<file path="src/rtl/mult_div_unit.sv">
// Iterative 32-bit multiply/divide unit with HI/LO result registers.
// Shift-add multiply and restoring divide on magnitudes, sign fix-up in ADJUST.
module mult_div_unit #(
    parameter int ITER = 32
) (
    input  logic        clk,
    input  logic        reset,
    input  logic        start,
    input  logic [1:0]  MDOp,
    input  logic [31:0] A,
    input  logic [31:0] B,
    input  logic        HIWrite,
    input  logic        LOWrite,
    input  logic [31:0] WriteData,
    output logic        Busy,
    output logic        Done,
    output logic [31:0] HI,
    output logic [31:0] LO,
    output logic [1:0]  dbg_state
);

    typedef enum logic [1:0] {IDLE, CALC, ADJUST, DONE} state_t;

    localparam int CW = $clog2(ITER) + 1;

    state_t        state;
    logic [CW-1:0] cnt;
    logic [63:0]   acc;
    logic [31:0]   op_m;
    logic [31:0]   a_raw;
    logic          op_div;
    logic          q_neg;
    logic          r_neg;
    logic          b_zero;
    logic          busy;
    logic          done;
    logic [31:0]   hi;
    logic [31:0]   lo;

    logic          is_signed;
    logic [31:0]   a_abs;
    logic [31:0]   b_abs;
    logic [32:0]   mul_sum;
    logic [32:0]   div_r;
    logic [32:0]   div_diff;
    logic [63:0]   next_acc;
    logic          accept;

    always_comb begin
        is_signed = ~MDOp[0];
        a_abs     = (is_signed && A[31]) ? (32'd0 - A) : A;
        b_abs     = (is_signed && B[31]) ? (32'd0 - B) : B;
        mul_sum   = {1'b0, acc[63:32]} + {1'b0, op_m};
        // Partial remainder with the next dividend bit shifted in.
        div_r     = acc[63:31];
        div_diff  = div_r - {1'b0, op_m};
        next_acc  = acc;
        if (op_div) begin
            if (div_r >= {1'b0, op_m})
                next_acc = {div_diff[31:0], acc[30:0], 1'b1};
            else
                next_acc = {div_r[31:0], acc[30:0], 1'b0};
        end else begin
            if (acc[0])
                next_acc = {mul_sum, acc[31:1]};
            else
                next_acc = {1'b0, acc[63:32], acc[31:1]};
        end
        accept = start && !busy && (state == IDLE || state == DONE);
    end

    // busy/done are registered from the previous state, so they trail the FSM by one cycle.
    always_ff @(posedge clk) begin
        if (reset) begin
            state  <= IDLE;
            cnt    <= '0;
            acc    <= '0;
            op_m   <= '0;
            a_raw  <= '0;
            op_div <= 1'b0;
            q_neg  <= 1'b0;
            r_neg  <= 1'b0;
            b_zero <= 1'b0;
            busy   <= 1'b0;
            done   <= 1'b0;
            hi     <= '0;
            lo     <= '0;
        end else begin
            busy <= (state == CALC) || (state == ADJUST);
            done <= (state == DONE);
            if (!busy) begin
                if (HIWrite) hi <= WriteData;
                if (LOWrite) lo <= WriteData;
            end
            case (state)
                IDLE, DONE: begin
                    if (accept) begin
                        op_div <= MDOp[1];
                        a_raw  <= A;
                        b_zero <= (B == 32'd0);
                        q_neg  <= is_signed && (A[31] ^ B[31]);
                        r_neg  <= is_signed && A[31];
                        op_m   <= MDOp[1] ? b_abs : a_abs;
                        acc    <= MDOp[1] ? {32'd0, a_abs} : {32'd0, b_abs};
                        cnt    <= '0;
                        state  <= CALC;
                    end else begin
                        state <= IDLE;
                    end
                end
                CALC: begin
                    acc <= next_acc;
                    cnt <= cnt + 1'b1;
                    if (cnt == CW'(ITER - 1)) state <= ADJUST;
                end
                ADJUST: begin
                    if (op_div) begin
                        if (b_zero) begin
                            lo <= 32'hFFFF_FFFF;
                            hi <= a_raw;
                        end else begin
                            lo <= q_neg ? (32'd0 - acc[31:0]) : acc[31:0];
                            hi <= r_neg ? (32'd0 - acc[63:32]) : acc[63:32];
                        end
                    end else begin
                        {hi, lo} <= q_neg ? (64'd0 - acc) : acc;
                    end
                    state <= DONE;
                end
                default: state <= IDLE;
            endcase
        end
    end

    assign Busy      = busy;
    assign Done      = done;
    assign HI        = hi;
    assign LO        = lo;
    assign dbg_state = state;

endmodule

</file>
<file path="config.mk">
export PLATFORM = sky130hd
export DESIGN_NAME = mult_div_unit
export DESIGN_NICKNAME = d
export VERILOG_FILES = /design/src/rtl/mult_div_unit.sv
export SDC_FILE = /design/constraint.sdc
export NUM_CORES = 1
export LEC_CHECK = 0
export CAP_MARGIN = 40
export CELL_PAD_IN_SITES_DETAIL_PLACEMENT = 2
export CELL_PAD_IN_SITES_GLOBAL_PLACEMENT = 2
export CORE_AREA = 2 2 219 221
export DETAILED_ROUTE_END_ITERATION = 8
export DIE_AREA = 0 0 221 223
export PLACE_DENSITY = 0.93
export SLEW_MARGIN = 30
export SYNTH_ARGS = -nofsm -noshare
export SYNTH_HDL_FRONTEND = slang
export SYNTH_SLANG_ARGS = --single-unit
</file>
<file path="constraint.sdc">
create_clock -name clk -period 8.4 [get_ports clk]
set_input_delay 2.52 -clock clk [delete_from_list [all_inputs] [get_ports clk]]
set_output_delay 2.52 -clock clk [all_outputs]
set_load 0.02 [all_outputs]
</file>
# --- Yosys cells after proc, flatten, opt, wreduce, memory -nomap -nowiden ---
# Index checks and enable logic that the tools add are counted.
word_totals:
  mem_bits_rw: 0
  latch_bits: 0
  memories: 0
  out_inout_bits: 68
  inputBits: 103
  rom_bits: 0
  regBits: 206
  wordCells: 76
op_classes:
  eq_ne: 7
  n_lt_le_gt_ge: 1
  mul: 0
  add_sub_neg: 8
  n_reduce_logical: 18
  shift: 0
  n_div: 0
  n_bitwise: 2
  muxes: 27
ops:
  columns: ["operator", "count"]
  rows:
  - ["two-way mux 32 bit", 16]
  - ["two-way mux 64 bit", 5]
  - ["one-hot mux 64 bit (2 select lines)", 1]
  - ["subtractor 1 x 32 -> 32 bit (first input constant)", 4]
  - ["subtractor 1 x 64 -> 64 bit (first input constant)", 1]
  - ["adder 32 x 32 -> 33 bit", 1]
  - [">= comparator 33 x 32 -> 1 bit", 1]
  - ["zero test 32 bit", 1]
  - ["subtractor 32 bit", 1]
  - ["one-hot mux 6 bit (2 select lines)", 1]
  - ["AND reduction 2 bit", 4]
  - ["adder 6 x 1 -> 6 bit (second input constant)", 1]
  - ["== test 6 x 5 -> 1 bit (second input constant)", 1]
  - ["two-way mux 6 bit", 1]
  - ["one-hot mux 2 bit (3 select lines)", 1]
  - ["nonzero test 2 bit", 3]
  - ["logical AND 1 bit", 5]
  - ["== test 2 bit (second input constant)", 2]
  - ["!= test 2 x 1 -> 1 bit (second input constant)", 2]
  - ["== test 2 x 1 -> 1 bit (second input constant)", 1]
  - ["zero test 2 bit", 1]
  - ["logical OR 1 bit", 2]
  - ["two-way mux 2 bit", 1]
  - ["!= test 2 bit (second input constant)", 1]
  - ["5 further kinds", 5]

# --- Logic depth before layout (Yosys ltp) ---
# Gate-level depths: netlist (run 1).
logic_depth:
  word_depth: 6
  ltp_mapped: 14
  mapped_depth_nobuf: 13

# --- Least setup slack after synthesis (run 1) ---
# No wires, ideal clock.
synth_timing:
  path_type: "input to register"
  startpoint: "input port A[6]"
  endpoint: "register acc[17]"
  setup_time_ps: 132
  slack_ps: 3735
  path_stages: 9
  required_ps: 8268
  arrival_time_ps: 4533
  n_path_buf: 0
  path_cell_list: "or4_1 > nor4_1 > and2_1 > nand2_1 > o41ai_1 > xor2_1 > a211oi_1 > a211oi_1 > nor3_1"
synth_between:
  elab_chain_cells: 5
synth_rtl:
  columns: ["element", "line", "rtl"]
  rows:
  - ["from (decl)", "10", "input logic [31:0] A,"]
  - ["subtractor 1 x 32 -> 32 bit", "51", "a_abs = (is_signed && A[31]) ? (32'd0 - A) : A;"]
  - ["two-way mux 32 bit", "51", null]
  - ["two-way mux 32 bit", "104", "acc <= MDOp[1] ? {32'd0, a_abs} : {32'd0, b_abs};"]
  - ["two-way mux 64 bit", "97", "if (accept) begin"]
  - ["one-hot mux 64 bit (2 select lines)", "95", "case (state)"]
  - ["to (signal assigned)", "104", null]
  - ["to (signal assigned)", "112", "acc <= next_acc;"]
  - ["to (decl)", "28", "logic [63:0] acc;"]
# No other way between the ends. The select of a mux whose other input is x is not followed.
# A chain may end at the register's enable or synchronous reset.

# --- Worst setup path in the final report (run 1) ---
layout_timing:
  startpoint: "input port A[6]"
  endpoint: "register acc[23]"
# The elaborated chain is that of the path after synthesis.

==> results_tabular.tex, run 1 <==
\begin{tabular}{lr}
\hline
Metric & Value \\
\hline
\multicolumn{2}{l}{\textbf{Run status}} \\
Run status & finished, final reports clean \\
\multicolumn{2}{l}{\textbf{STA}} \\
Final count of pins violating max slew & 0 \\
Final hold vios & 0 \\
Setup repair after global routing missed its margin & false \\
Achievable clock frequency & 177.1 MHz \\
Setup-failing EPs final & 0 \\
Final cycle utilization of the critical path & $\sim$67\% \\
Setup TNS & 0 ns \\
Least-Margin Pin Slew & 0.9835 ns \\
Worst slew margin & roughly a third \\
Worst setup skew after layout & 0.02580 ns \\
Minimum period implied by the final worst setup slack & 5.648 ns \\
\multicolumn{2}{l}{\textbf{Pwr}} \\
Part of the power in the clock network & 19.6\% \\
Switching share of power & 52.65\% \\
Worst IR drop on VDD & 0.1803 mV \\
Net switching power figure & 0.003569 W \\
Part of the power in combinational logic & 55.8\% \\
P\_leak & 7.443 nW \\
Cell internal pwr & 0.003210 W \\
Total power density per cell area & 334.2 nW/um2 \\
Register share of total power & 24.5\% \\
\multicolumn{2}{l}{\textbf{Clocking}} \\
TritonCTS sink count & 206 \\
Maximum root-to-sink buffer count & 3 \\
Cell at the root of the clock tree & sky130\_fd\_sc\_hd\_\_clkbuf\_16 \\
Hold-fix buffers at CTS & 0 \\
Count of cells resized by post-cts repair & 0 \\
Inserted Clock Buffers & 26 \\
CTS tree & done \\
Clock-pin slew on the worst setup and hold paths & 0.07 ns \\
Max H-tree Level & 1 \\
Clock latency on the worst-skew pair & 0.59 ns \\
Number of setup buffers added after CTS & 0 \\
\multicolumn{2}{l}{\textbf{Synthesis}} \\
Library cell occupying the most area in the post-synthesis netlist & sky130\_fd\_sc\_hd\_\_dfxtp\_1 \\
Mean instance size in the synthesized netlist & between 7 and 8 um2 \\
Top post-synthesis cells by area & sky130\_fd\_sc\_hd\_\_dfxtp\_1 (24\%), sky130\_fd\_sc\_hd\_\_xnor2\_1 (6.3\%), sky130\_fd\_sc\_hd\_\_nand2\_1 (6.2\%) \\
Most frequent cells after synthesis & sky130\_fd\_sc\_hd\_\_nand2\_1 (283), sky130\_fd\_sc\_hd\_\_dfxtp\_1 (206), sky130\_fd\_sc\_hd\_\_a21oi\_1 (197), sky130\_fd\_sc\_hd\_\_nor2\_1 (176), sky130\_fd\_sc\_hd\_\_clkbuf\_1 (165) \\
Number of enable-type register cells in the synthesized netlist & 0 \\
Count of different cell masters after synthesis & 80 \\
Dominant synthesized flop cell & sky130\_fd\_sc\_hd\_\_dfxtp\_1 \\
Cell Area, Synth & 17190 um2 \\
Fraction of synthesized cell area taken by the top area cell type & 23.99\% \\
Post-Syn Instances & 2312 \\
Portion of the post-synthesis area used by sequential elements & 23.99\% \\
Syn Nets & 2489 \\
Most common cell in the synthesized netlist & sky130\_fd\_sc\_hd\_\_nand2\_1 \\
Synth Warn \# & 0 \\
Async set-or-reset flop fraction in the synthesized netlist & 0\% \\
Synthesized flop and latch total & roughly 210 \\
\multicolumn{2}{l}{\textbf{Floorplanning}} \\
Die outline height & roughly 220 um \\
Starting density of the core & between 30\% and 40\% \\
Floorplan die width & 221 um \\
Site Rows & 80 \\
Area of the die & between 40000 and 50000 um2 \\
I/O pin total & 171 \\
Placeable core area & between 40000 and 50000 um2 \\
\multicolumn{2}{l}{\textbf{Place}} \\
Global placer's final weighted congestion & 0.9351 \\
Total of buffers placed on input and output ports & 170 \\
Sum of net half-perimeters after detailed placement & 67780 um \\
Placed Instances & about 2900 \\
\multicolumn{2}{l}{\textbf{Global route}} \\
Global-route usage over all layers & between 40\% and 50\% \\
Global-route wire length before repair & 155300 um \\
Via count of the first global-routing pass & 22764 \\
Global routing usage on met1 & between 40 and 50\% \\
GRT overflow & 0 \\
Pin count of the biggest net entering global routing & 71 \\
Busiest layer in global routing & met2 \\
Met3 capacity usage during global routing & between 10\% and 20\% \\
Antenna violations before repair & 9 \\
Met2 routing resource usage after global routing & 66.75\% \\
\multicolumn{2}{l}{\textbf{Detailed routing}} \\
Via count & between 20000 and 25000 \\
Routed vias/inst & 7.041 \\
Routed length per instance & 35.67 um \\
Number of nets with antenna violations after detailed routing & 0 \\
Initial detailed-routing violation count & 2499 \\
First-pass DRT Iterations & 6 \\
Final wirelength & 106700 um \\
Number of design rule violations left after detail routing & 0 \\
\multicolumn{2}{l}{\textbf{Cells and area}} \\
Final cell count without fillers & 2991 \\
Area taken by multi-input logic gates & 12080 um2 \\
Sequential cell area in the final layout & 4131 um2 \\
Filler cell count & between 5000 and 6000 \\
Area grow syn2layout & 18.02\% \\
Net total in the final layout & 2532 \\
Share of layout cells above drive strength 1 & 6.234\% \\
\multicolumn{2}{l}{\textbf{Run}} \\
Number of violations of the max-capacitance limit & 0 \\
\multicolumn{2}{l}{\textbf{Worst setup path}} \\
Worst setup SP type & input pin \\
Required time of the critical path & between 8 and 9 ns \\
Crit path capture type & flip-flop \\
CP Max Fanout & 6 \\
Worst path arrival time & roughly 6.1 ns \\
Critical path start-end classification & input pin to flip-flop \\
\multicolumn{2}{l}{\textbf{Min path}} \\
Worst min path class & flip-flop to flip-flop \\
\hline
\end{tabular}
==> metal layers <==
metal / vias up / part of all wire (%)
li1: 8417 / -
met1: 10436 / 35
met2: 1527 / 45
met3: 666 / 10
met4: 14 / 9.5
met5: - / 0.080
==> layout make-up <==
class,instances,share of cell area [%]
inverters,75,1.388
clock buffers,32,3.621
well taps,615,3.793
flip-flops and latches,206,20.37
diodes,2,0.02467
multi-input cells,1836,59.54
clock inverters,15,1.049
repair buffers,210,10.22
==> worst paths after layout <==
path | startpoint | end | slack [ns] | depth (start not counted)
max | A[6] | acc[23] | 2.75 | 10
min | a_raw[24] | a_raw[24] | 0.46 | 2
max reg2reg | dbg_state[1] | acc[42] | 3.45 | 15
min reg2reg | a_raw[24] | a_raw[24] | 0.46 | 2
==> logic make-up after synthesis <==
logic type	synth area share, %
DFF	23.99
buffers and inverters	6.020
xor gates and xnor gates	10.40
muxes	7.687
AOI/OAI and AO/OA	26.45
adders and majority gates	5.474
and+or+nand+nor	19.98
==> flip-flops by register name, indices dropped and copies added (netlist names) <==
name,cells
dbg_state,2
r_neg,1
cnt,6
LO,32
b_zero,1
q_neg,1
HI,32
acc,64
a_raw,32
op_div,1
Busy,1
Done,1
op_m,32
==> placed cells by master, fill, tap and decap left out, types with 61 or more instances in the layout <==
master                              n
sky130_fd_sc_hd__mux2i_1          105
sky130_fd_sc_hd__a21oi_1          196
sky130_fd_sc_hd__xor2_1            81
sky130_fd_sc_hd__inv_1             74
sky130_fd_sc_hd__nor2_1           175
sky130_fd_sc_hd__dfxtp_1          202
sky130_fd_sc_hd__a211oi_1         113
sky130_fd_sc_hd__nand2_1          283
sky130_fd_sc_hd__xnor2_1          123
sky130_fd_sc_hd__nor3_1            61
sky130_fd_sc_hd__ha_1              70
sky130_fd_sc_hd__o21ai_0          128
sky130_fd_sc_hd__clkdlybuf4s50_1  168
==> through the flow <==
stage | total power [W] | hold WS, ns | instance area [um2] | setup slack, ns | util [%]
floorplan | 0.003532 | 0.4329 | 17190 | 3.735 | -
global placement | 0.004659 | 0.4445 | 19160 | 2.296 | 40.64
detailed placement | 0.004944 | 0.4490 | 19220 | 2.251 | 40.77
CTS | 0.006500 | 0.4591 | 20170 | 2.594 | 42.78
global route | 0.006895 | 0.5066 | 20280 | 2.683 | 43.02
finish | 0.006779 | 0.4591 | 20290 | 2.752 | 43.03
==> power by group through the flow <==
| stage | logic, W | registers (W) | clock network (W) |
|---|---|---|---|
| global route | 0.00388 | 0.00166 | 0.00135 |
| CTS | 0.00354 | 0.00164 | 0.00132 |
| finish | 0.00378 | 0.00166 | 0.00133 |
| global placement | 0.00308 | 0.00158 | 0 |
| detailed placement | 0.00331 | 0.00163 | 0 |
| floorplan | 0.00201 | 0.00152 | 0 |
==> critical path, stage by stage <==
cell and delay, ns:
sky130_fd_sc_hd__clkdlybuf4s50_1 0.57, sky130_fd_sc_hd__or4_1 0.67, sky130_fd_sc_hd__nor4_2 0.56, sky130_fd_sc_hd__nand4_1 0.42, sky130_fd_sc_hd__or2_2 0.42, sky130_fd_sc_hd__o21ai_0 0.23
sky130_fd_sc_hd__xor2_1 0.22, sky130_fd_sc_hd__a211oi_1 0.10, sky130_fd_sc_hd__o21ai_0 0.25, sky130_fd_sc_hd__a21oi_1 0.11
Note: power is estimated with default switching activity, not from simulation.
==> run 2: changes to the inputs <==
--- a/config.mk
+++ b/config.mk
@@ -8,10 +8,10 @@
 export CAP_MARGIN = 40
 export CELL_PAD_IN_SITES_DETAIL_PLACEMENT = 2
 export CELL_PAD_IN_SITES_GLOBAL_PLACEMENT = 2
-export CORE_AREA = 2 2 219 221
+export CORE_AREA = 2 2 239 241
 export DETAILED_ROUTE_END_ITERATION = 8
-export DIE_AREA = 0 0 221 223
-export PLACE_DENSITY = 0.93
+export DIE_AREA = 0 0 241 243
+export PLACE_DENSITY = 0.84
 export SLEW_MARGIN = 30
 export SYNTH_ARGS = -nofsm -noshare
 export SYNTH_HDL_FRONTEND = slang
==> constraint.sdc (replaced) <==
create_clock -name clk -period 4.9 [get_ports clk]
set_input_delay 1.47 -clock clk [delete_from_list [all_inputs] [get_ports clk]]
set_output_delay 1.47 -clock clk [all_outputs]
set_load 0.02 [all_outputs]
==> run 2 against run 1 <==
  * Die area up 19%
  * Critical path type is now flip-flop to flip-flop
  * Sequential share of layout area down 0.32 points
  * Cell count up 5.7%
  * Flip-flop and latch count unchanged
  * Clock power up 59%
  * Largest power group unchanged
==> results_tabular.tex, run 2 (synthesized netlist as in run 1, its figures left out) <==
\begin{tabular}{lr}
\hline
Metric & Value \\
\hline
\multicolumn{2}{l}{\textbf{Run status}} \\
Run status & finished, final reports clean \\
\multicolumn{2}{l}{\textbf{Worst setup path}} \\
CP Max Fanout & 15 \\
Worst-case reg-to-reg path depth & 13 \\
List of cells traversed by the critical path & inv\_1, ha\_1, nor2b\_1, o2111ai\_1, a311oi\_1, nor4\_1, buf\_4, nor4\_1, or3\_1, buf\_4, nor2\_1, a211oi\_1, a221o\_1 \\
Max incr delay on CP & 0.74 ns \\
Worst setup SP type & flip-flop \\
Required time of the critical path & 5.40 ns \\
Setup slack of the worst register-to-register path & 0.48 ns \\
Worst path arrival time & 4.92 ns \\
Critical path buffer and inverter count & 3 \\
Reg-to-Reg Start & acc[31] \\
Critical R2R Capture & acc[32] \\
Critical path start-end classification & flip-flop to flip-flop \\
Crit-path slowest cell & sky130\_fd\_sc\_hd\_\_or3\_1 \\
Cell family with most CP delay & simple AND/OR/NAND/NOR gates \\
Crit path capture type & flip-flop \\
\multicolumn{2}{l}{\textbf{Place}} \\
Placed Instances & 3109 \\
Placement-stage cell area & around 20000 um2 \\
Global placer's final weighted congestion & 0.9372 \\
Sum of net half-perimeters after detailed placement & 66550 um \\
Total of buffers placed on input and output ports & between 150 and 200 \\
\multicolumn{2}{l}{\textbf{Min path}} \\
Worst min path class & flip-flop to flip-flop \\
Endpoint of the worst hold-timing path & a\_raw[28] \\
Hold\_sp & a\_raw[28] \\
Number of cells traversed by the worst hold path & 2 \\
\multicolumn{2}{l}{\textbf{Clocking}} \\
TritonCTS sink count & 206 \\
Clock latency on the worst-skew pair & 0.57 ns \\
Count of cells resized by post-cts repair & 0 \\
Inserted Clock Buffers & 26 \\
Max H-tree Level & 1 \\
CTS tree & done \\
Clock-pin slew on the worst setup and hold paths & 0.07 ns \\
Number of setup buffers added after CTS & 0 \\
Maximum root-to-sink buffer count & 3 \\
Hold-fix buffers at CTS & 0 \\
Cell at the root of the clock tree & sky130\_fd\_sc\_hd\_\_clkbuf\_16 \\
\multicolumn{2}{l}{\textbf{Detailed routing}} \\
Number of nets with antenna violations after detailed routing & 0 \\
Via count & 19342 \\
Final wirelength & 90560 um \\
Number of design rule violations left after detail routing & 0 \\
Routed vias/inst & 6.119 \\
First-pass DRT Iterations & 7 \\
Routed length per instance & 28.65 um \\
Initial detailed-routing violation count & 1622 \\
\multicolumn{2}{l}{\textbf{Cells and area}} \\
Net total in the final layout & 2561 \\
Summed area of non-filler cells in the final layout & 20610 um2 \\
Share of layout cells above drive strength 1 & 7.280\% \\
Most frequent standard cell in the layout excluding fill and tap cells & sky130\_fd\_sc\_hd\_\_nand2\_1 \\
Number of flip-flops under the largest register name & 64 \\
Area grow syn2layout & 19.89\% \\
Register with the highest flop count & acc \\
Filler cell count & 6437 \\
Final cell count without fillers & 3161 \\
Most used cells in the layout excluding fill and tap cells & sky130\_fd\_sc\_hd\_\_nand2\_1 (283), sky130\_fd\_sc\_hd\_\_dfxtp\_1 (202), sky130\_fd\_sc\_hd\_\_a21oi\_1 (196), sky130\_fd\_sc\_hd\_\_nor2\_1 (175), sky130\_fd\_sc\_hd\_\_clkdlybuf4s50\_1 (168) \\
\multicolumn{2}{l}{\textbf{STA}} \\
Worst setup skew after layout & approximately 0.018 ns \\
Least-Margin Pin Slew & 0.9084 ns \\
Setup repair after global routing missed its margin & false \\
Achievable clock frequency & 226.4 MHz \\
Final cycle utilization of the critical path & 90.13\% \\
Worst slew margin & 39.44\% \\
Setup TNS & 0 ns \\
Minimum period implied by the final worst setup slack & 4.416 ns \\
Final count of pins violating max slew & 0 \\
Final hold vios & 0 \\
Setup-failing EPs final & 0 \\
\multicolumn{2}{l}{\textbf{Floorplanning}} \\
Area of the die & 58560 um2 \\
Placeable core area & 55950 um2 \\
Floorplan die width & 241 um \\
Starting density of the core & 30.72\% \\
I/O pin total & 171 \\
Die outline height & roughly 240 um \\
Site Rows & 87 \\
\multicolumn{2}{l}{\textbf{Pwr}} \\
P\_leak & 7.563 nW \\
Worst IR drop on VDD & 0.2753 mV \\
Total power density per cell area & 529.9 nW/um2 \\
\multicolumn{2}{l}{\textbf{Global route}} \\
Via count of the first global-routing pass & 20206 \\
Pin count of the biggest net entering global routing & 71 \\
Global-route usage over all layers & 29.22\% \\
GRT overflow & 0 \\
Global-route wire length before repair & 130800 um \\
Antenna violations before repair & 3 \\
\multicolumn{2}{l}{\textbf{Run}} \\
Number of violations of the max-capacitance limit & 0 \\
\hline
\end{tabular}
==> run 2: cell type report <==
type                    count  area, um2  area share [%]
clock buffers              32      724.4           3.516
well taps                 756      945.9           4.590
flip-flops and latches    206       4131           20.05
multi-input cells        1836      12090           58.65
clock inverters            16      167.7          0.8137
diodes                      1      2.502         0.01214
repair buffers            239       2267           11.00
inverters                  75      281.5           1.366
==> run 2: per-layer routing <==
| layer | GRT usage, % | up-vias | wire length (um) | share of wire (%) |
|---|---|---|---|---|
| met1 | 39.18 | 9934 | 38810 | 43 |
| met3 | 3.423 | 195 | 5689 | 6.3 |
| met4 | 10.33 | 2 | 3883 | 4.3 |
| met5 | 0 | - | 17 | 0.019 |
| met2 | 48.06 | 734 | 42160 | 47 |
| li1 | - | 8477 | - | - |
==> run 2: how the worst max path moves through the flow <==
stage	endpoint	depth (start not counted)	start
after global routing	acc[62]	12	acc[31]
after global placement	acc[29]	10	B[5]
final	acc[32]	13	acc[31]
after CTS	acc[32]	13	acc[31]
after detailed placement	acc[29]	10	B[5]
after floorplan	acc[17]	9	A[6]
==> run 2: worst min-delay path, delay by kind of cell (launching register included) <==
family	cells	cell delay, ns
flops	1	0.32
simple gates	1	0.05
compound gates	1	0.05
==> run 2: where the power goes <==
| part | internal, W | leakage [nW] | total [W] | switching (W) |
|---|---|---|---|---|
| Sequential | 0.00213 | 1.69 | 0.00278 | 0.000656 |
| Combinational | 0.00205 | 5.43 | 0.00602 | 0.00397 |
| Clock | 0.00121 | 0.443 | 0.00211 | 0.000904 |
==> run 2: metrics by stage <==
| stage | worst slack [ns] | power, W | utilization [%] | hold slack [ns] |
|---|---|---|---|---|
| 6_report | 0.4838 | 0.01092 | 36.83 | 0.4709 |
| 3_5_place_dp | 0.3080 | 0.008490 | 35.16 | 0.4618 |
| 4_1_cts | 0.5956 | 0.01065 | 36.76 | 0.4702 |
| 2_1_floorplan | 1.285 | 0.006054 | - | 0.4329 |
| 5_1_grt | 0.2545 | 0.01137 | 36.83 | 0.4934 |
| 3_3_place_gp | 0.4456 | 0.008141 | 35.04 | 0.4461 |
==> run 3: changes to the inputs <==
--- a/config.mk
+++ b/config.mk
@@ -12,6 +12,7 @@
 export DETAILED_ROUTE_END_ITERATION = 8
 export DIE_AREA = 0 0 241 243
 export PLACE_DENSITY = 0.84
+export SKIP_LAST_GASP = 1
 export SLEW_MARGIN = 30
 export SYNTH_ARGS = -nofsm -noshare
 export SYNTH_HDL_FRONTEND = slang
==> results of run 3 <==
Final layout, timing and power as in run 2 (identical DEF).
